**config.mk**
```make
export PLATFORM = sky130hd
export DESIGN_NAME = uart_tx_engine
export DESIGN_NICKNAME = d
export VERILOG_FILES = /design/src/rtl/uart_tx_engine_pkg.sv /design/src/rtl/uart_tx_engine_bit_time_counter.sv /design/src/rtl/uart_tx_engine.sv
export SDC_FILE = /design/constraint.sdc
export NUM_CORES = 1
export LEC_CHECK = 0
export CORE_ASPECT_RATIO = 0.6
export CORE_MARGIN = 5
export CORE_UTILIZATION = 45
export DETAILED_ROUTE_END_ITERATION = 6
export GPL_ROUTABILITY_DRIVEN = 0
export PLACE_DENSITY = 0.68
export SLEW_MARGIN = 15
export SYNTH_ARGS = -nofsm -noshare
export SYNTH_HDL_FRONTEND = slang
export SYNTH_SLANG_ARGS = --single-unit
```
**constraint.sdc**
```tcl
create_clock -name clk -period 2.4 [get_ports clk]
set_input_delay 0.6 -clock clk [delete_from_list [all_inputs] [get_ports clk]]
set_output_delay 0.6 -clock clk [all_outputs]
set_load 0.03 [all_outputs]
```
**src/rtl/uart_tx_engine_pkg.sv**
```systemverilog
// Shared UART definitions used by the baud decoder,
// transmit engine and receive engine.
package uart_tx_engine_pkg;

    localparam int   UART_FRAME_BITS = 11;
    localparam int   UART_CNT_W      = 19;
    localparam logic UART_IDLE_LINE  = 1'b1;

    typedef enum logic {
        S_IDLE  = 1'b0,
        S_SHIFT = 1'b1
    } tx_state_e;

endpackage

```
**src/rtl/uart_tx_engine_bit_time_counter.sv**
```systemverilog
// Loadable bit-period counter; btu pulses on the last clock of
// each bit period while enabled, then the count wraps to zero.
module bit_time_counter
    import uart_tx_engine_pkg::*;
#(
    parameter int W = UART_CNT_W
) (
    input  logic         clk,
    input  logic         reset,
    input  logic         enable,
    input  logic [W-1:0] limit,
    output logic         btu
);

    logic [W-1:0] r_cnt;

    assign btu = enable && (r_cnt == limit);

    always_ff @(posedge clk) begin
        if (reset || !enable) begin
            r_cnt <= '0;
        end else if (btu) begin
            r_cnt <= '0;
        end else begin
            r_cnt <= r_cnt + 1'b1;
        end
    end

endmodule

```
**src/rtl/uart_tx_engine.sv**
```systemverilog
// UART serial transmit engine: one 11-bit-time frame per load,
// start bit, 7/8 data bits LSB first, optional parity, stop ones.
module uart_tx_engine
    import uart_tx_engine_pkg::*;
#(
    parameter int FRAME_BITS = UART_FRAME_BITS,
    parameter int CNT_W      = UART_CNT_W
) (
    input  logic             clk,
    input  logic             reset,
    input  logic [CNT_W-1:0] baud_count,
    input  logic             load,
    input  logic [7:0]       out_port,
    input  logic             eight,
    input  logic             pen,
    input  logic             ohel,
    output logic             tx,
    output logic             tx_rdy
);

    tx_state_e             r_state;
    logic [CNT_W-1:0]      r_limit;
    logic [FRAME_BITS-1:0] r_sr;
    logic [3:0]            r_bitcnt;
    logic                  r_rdy;
    logic                  w_btu;
    logic                  w_b8;
    logic                  w_b9;
    logic [FRAME_BITS-1:0] w_frame;

    always_comb begin
        w_b8 = 1'b1;
        w_b9 = 1'b1;
        if (eight) begin
            w_b8 = out_port[7];
            if (pen) w_b9 = (^out_port) ^ ohel;
        end else if (pen) begin
            w_b8 = (^out_port[6:0]) ^ ohel;
        end
        w_frame = {UART_IDLE_LINE, w_b9, w_b8, out_port[6:0], 1'b0};
    end

    bit_time_counter #(.W(CNT_W)) u_btc (
        .clk    (clk),
        .reset  (reset),
        .enable (r_state == S_SHIFT),
        .limit  (r_limit),
        .btu    (w_btu)
    );

    // The shift register itself drives the line, so tx is registered.
    always_ff @(posedge clk) begin
        if (reset) begin
            r_state  <= S_IDLE;
            r_limit  <= '0;
            r_sr     <= {FRAME_BITS{UART_IDLE_LINE}};
            r_bitcnt <= '0;
            r_rdy    <= 1'b1;
        end else begin
            unique case (r_state)
                S_IDLE: begin
                    if (load) begin
                        r_state  <= S_SHIFT;
                        r_limit  <= baud_count;
                        r_sr     <= w_frame;
                        r_bitcnt <= '0;
                        r_rdy    <= 1'b0;
                    end
                end
                S_SHIFT: begin
                    if (w_btu) begin
                        r_sr <= {UART_IDLE_LINE, r_sr[FRAME_BITS-1:1]};
                        if (r_bitcnt == 4'(FRAME_BITS - 1)) begin
                            r_state  <= S_IDLE;
                            r_bitcnt <= '0;
                            r_rdy    <= 1'b1;
                        end else begin
                            r_bitcnt <= r_bitcnt + 1'b1;
                        end
                    end
                end
                default: r_state <= S_IDLE;
            endcase
        end
    end

    assign tx     = r_sr[0];
    assign tx_rdy = r_rdy;

endmodule

```
**Word-level counts from Yosys, hierarchy flattened**

Cells that the tools add are included.

- $add $sub $neg: 2
- Equality and inequality tests: 5
- Muxes and demuxes: 19
- Bitwise gates (word level): 3
- Reductions and logical operators: 9

Operators by type and width:

| kind | count |
|---|---|
| 11-bit two-way mux | 2 |
| 11-bit case mux with 2 select lines | 1 |
| 19-bit by 1-bit adder with 19-bit output, second input constant | 1 |
| 19-bit equality test | 1 |
| 4-bit two-way mux | 3 |
| 1-bit two-way mux | 10 |
| 4-bit case mux with 2 select lines | 1 |
| 8-bit parity | 1 |
| 7-bit parity | 1 |
| 4-bit by 1-bit adder with 4-bit output, second input constant | 1 |
| 4-bit equality test, second input constant | 1 |
| 2-bit by 1-bit != test with 1-bit output, second input constant | 2 |
| 1-bit case mux with 2 select lines | 2 |
| 2-bit AND reduction | 2 |
| 3-bit AND reduction | 1 |
| 2-bit != test, second input constant | 1 |
| 2-bit OR reduction | 1 |
| 1-bit bitwise XOR | 2 |
| 1-bit logical AND | 1 |
| 1-bit logical NOT | 1 |
| 1-bit logical OR | 1 |
| 1-bit inverter | 1 |

- Register bits after elaboration: 55
- Input bits: 33
- Output and inout bits: 2
- Word-level logic and storage cells: 44

**Longest topological paths before layout**

- Word-level depth: 6
- Depth in mapped cells: 8
- Mapped depth without buffers: 7

**By module**

From an unflattened synthesis, not the netlist that was laid out.

- Cells, all modules: 293
- Area, all modules: 2497.4 um^2

By module, submodules not included:

| module | times used | cells each | area an instance (um^2) | seq. area each (um^2) |
|---|---|---|---|---|
| uart_tx_engine | 1 | 176 | 1475.2 | 700.7 |
| bit_time_counter | 1 | 117 | 1022.2 | 380.4 |

**Least setup slack after synthesis**

OpenSTA, ideal clock, no wires.

- Kind: register to register
- Start: reg u_btc.r_cnt[13]
- End: reg r_bitcnt[2]
- Setup time: 0.070 ns
- Arrival time: 1.703 ns
- Required time: 2.330 ns
- Setup slack: 0.627 ns
- Stages on the path, launching flop included: 7
- Path buffers: 0
- Period minus slack after synthesis: 1.773 ns
- Cell sequence: dfxtp_1 xnor2_1 nand4_1 nor4_4 nand4_2 or4_1 a21oi_1

- Word-level cells in the longest chain between the ends: 4

RTL lines:

| item | RTL line | source |
|---|---|---|
| from (decl) | uart_tx_engine_bit_time_counter.sv:15 | `logic [W-1:0] r_cnt;` |
| from (signal assigned) | uart_tx_engine_bit_time_counter.sv:25 | `r_cnt <= r_cnt + 1'b1;` |
| 19-bit equality test | uart_tx_engine_bit_time_counter.sv:17 | `assign btu = enable && (r_cnt == limit);` |
| 1-bit logical AND | uart_tx_engine_bit_time_counter.sv:17 |  |
| 2-bit by 1-bit != test with 1-bit output (no line) | n/a |  |
| 2-bit AND reduction (no line) | n/a |  |
| to (signal assigned) | uart_tx_engine.sv:78 | `r_bitcnt <= r_bitcnt + 1'b1;` |
| to (decl) | uart_tx_engine.sv:24 | `logic [3:0] r_bitcnt;` |

No other way between the ends.
A chain may end at the register's enable or synchronous reset.

**Worst setup path after layout**

Ends and elaborated chain as after synthesis.

==> results.cfg <==
[detailed_routing]
dr.max_layer_used = met4
overall_via_count_from_detail_route = 1990
avgViaCountPerCell = 4.975
drt-met1-wl_um = 2953
drc_errors = 0
drtAntennaViolNets = 0
routed_length_on_met3_um = 346
dr.pass1.iters = 4
wl_met2_um = 2241
drtIter0Drc = 95
wl_per_cell_um = 13.92
wirelength_um = 5567

[synth]
synthesized_area_fraction_occupied_by_adder_cells = 0.01478
ys_warn_count = 0
post_synth_inst_count = 293
post-synth-top-area-fraction = 0.4256
synth-compound-area-share = 0.07192
synthDistinctLibCells = 40
synth_async_sr_flop_share = 0
synth.net_count = 329
synth_area_um2 = 2540
post_synth_and_or_nand_nor_area_fraction = 0.2236
post_synth_xor_area_fraction = 0.1621
synth.top_cells.by_area = dfxtp_1 (43%), nand2_1 (9.0%), xnor2_1 (8.3%), xor2_1 (6.2%), a21oi_1 (4.7%)
synth_area_leader_cell = dfxtp_1
synth_top_flop_cell = dfxtp_1
postSynthAreaPerCell_um2 = 8.669
synth_top_family_by_area = simple AND/OR/NAND/NOR gates
synth_seq_area_share = 0.4256
yosys_register_bits = 54
synth.cells.most_frequent = nand2_1 (61), dfxtp_1 (54), nor2_1 (28)
number_of_enable_type_register_cells_in_the_synthesized_netlist = 0
portion_of_netlist_area_occupied_by_mux_cells = 0.06256
synth.most_common_cell = nand2_1

[sta]
worst_slack_ns = 0.2033
slew_viol_final = 0
period_utilization = 0.9153
worst_max_slew_margin_expressed_relative_to_the_limit = 0.7324
grt_setup_unrepaired = no
fin_worst_skew_ns = 0.006236
finalCriticalPeriod_ns = 2.197
tightest_slew_ns = 0.3973
setup_total_negative_slack_ns = 0
max_freq_mhz = 455.2
final_hold_viol_count = 0
report.final.setup_viol = 0

[status]
outcome = finished, final reports clean

[finish]
antenna_cells_inserted = 0
design_area_um2 = 3078
layout_stage_area_growth_over_the_synthesis_result_pct = 21.18
postLayoutCoreUtil = 0.5578
post_route_cells_drive_above_1_share = 0.08761
fill_cells = 521
layout.nets = 366

[hold_path]
hold_path_startpoint = r_limit[6]
hold_class = reg2reg

[clocking]
cts.reportedPaths.clkPinSlew_ns = 0.10
tritoncts.num_buffers = 5
cts.repair_timing.setup_buffer_count = 0
clockRootBuffer = clkbuf_8
cts.sink_count = 54
clockBufferDepth = 2
cts.htree.levels = 2
insertion_delay_ns = 0.31
tritoncts = built
cts_repair_resize_count = 0
cts_hold_repair.buffers = 0

[worst_setup_path]
critPathCaptureType = flop
critical_path_startpoint_category = flop
timing_worst_setup_path_type = reg2reg
timing.critical_path.slowest_stage_cell = or4_1
max_stage_delay_ns = 0.52
cp-startpoint = u_btc.r_cnt[13]
crit_path_cell_trace = xnor2_1, nand4_1, nor4_4, nand4_2, or4_1, a21oi_1
worstPathArrival_ns = 2.44
worstPathRequired_ns = 2.65
worstPathMaxFanout = 6
startpoint_of_the_lowest_slack_register_to_register_path = u_btc.r_cnt[13]

[global_route]
grt_start_max_net_pins = 27
first_global_vias = 1967
track_usage = 0.1661
grt_antenna_before_repair = 0
grt_pass1_wl_um = 9363
grt_overflow = 0

[placed_design]
io_buffer_count = 34
dpl.hpwl_um = 4159
pre_cts_slack_ns = 0.2160
placedInstanceArea_um2 = 2965

[floorplan]
fp-row-count = 21
fp.dieH_um = 68.20
floorplan.core_area_um2 = 5518
fp.dieArea_um2 = 7296
die_w_um = 107.0
ioPinCount = 35
start_util = 0.4603

[pwr]
total_leakage_power_nw = 1.123
vdd_ir_drop_max_mv = 0.3259
power.density_nw_per_um2 = 605.6

[flow_run]
maxCapViolations = 0
[registers in the layout, indices dropped and copies added (netlist names)]
name / cells
r_limit: 19
r_sr: 10
tx_rdy: 1
r_bitcnt: 4
u_btc.r_cnt: 19
r_state: 1
[cell families (layout without fill, tap and decap cells)]
family / count (synthesis) / count (layout)
DFF: 54 / 54
buffers and inverters: 19 / 57
xor gates and xnor gates: 44 / 44
AOI/OAI and AO/OA: 34 / 34
and+or+nand+nor: 124 / 124
muxes: 15 / 15
adders and majority gates: 3 / 3
[report_power, final]
part	leakage, nW	switching [mW]	total, mW	internal [mW]
logic	0.624	0.136	0.282	0.146
clock network	0.0585	0.311	0.624	0.313
registers	0.440	0.0271	0.958	0.931
[critical path, delay by kind of cell, from the launching register on]
kind	cells	cell delay (ns)
AO/OA/AOI/OAI	1	0.15
AND/OR/NAND/NOR	4	1.41
flip-flops	1	0.44
XOR/XNOR	1	0.14
[placed cells by master, fill, tap and decap left out, types with 2 or more instances in the layout]
cell	instances
a21oi_1	24
mux2_2	7
inv_1	6
clkdlybuf4s50_1	34
nand4_1	6
buf_4	7
nand3_1	11
nor2_1	28
nor3_1	2
or3_1	4
o21ai_0	4
nand2b_1	2
nand2_1	61
xnor2_1	24
clkbuf_8	5
xor2_1	18
a31oi_1	2
ha_1	3
dfxtp_1	54
mux2i_1	8
[stage by stage]
step | hold slack, ns | power (mW) | instances
after global routing | 0.5004 | 1.945 | 400
final | 0.4732 | 1.864 | 400
after global placement | 0.4549 | 1.255 | 392
after detailed placement | 0.4616 | 1.260 | 392
after floorplan | 0.4387 | 1.145 | 293
after CTS | 0.4753 | 1.879 | 400
[metal layers]
layer	GRT usage	vias up
met4	0.03349	0
met3	0.03959	4
met5	0	-
li1	-	1040
met1	0.2366	899
met2	0.2586	47
[worst paths after layout]
path | end | slack, ns | cells after the start
worst max-delay path | r_bitcnt[2] | 0.20 | 6
worst min-delay path | r_limit[6] | 0.47 | 2
worst max register to register | r_bitcnt[2] | 0.20 | 6
worst min register to register | r_limit[6] | 0.47 | 2
[cell type report]
type                    count  area, µm²  share of cell area
clock buffers               5      68.82             0.02236
clock inverters             3      43.79             0.01423
inverters                   7      26.28            0.008537
multi-input cells         220       1359              0.4415
flip-flops and latches     54       1081              0.3512
well taps                  69      86.33             0.02805
repair buffers             42      412.9              0.1341
No activity file was read; power rests on OpenSTA's default activity.
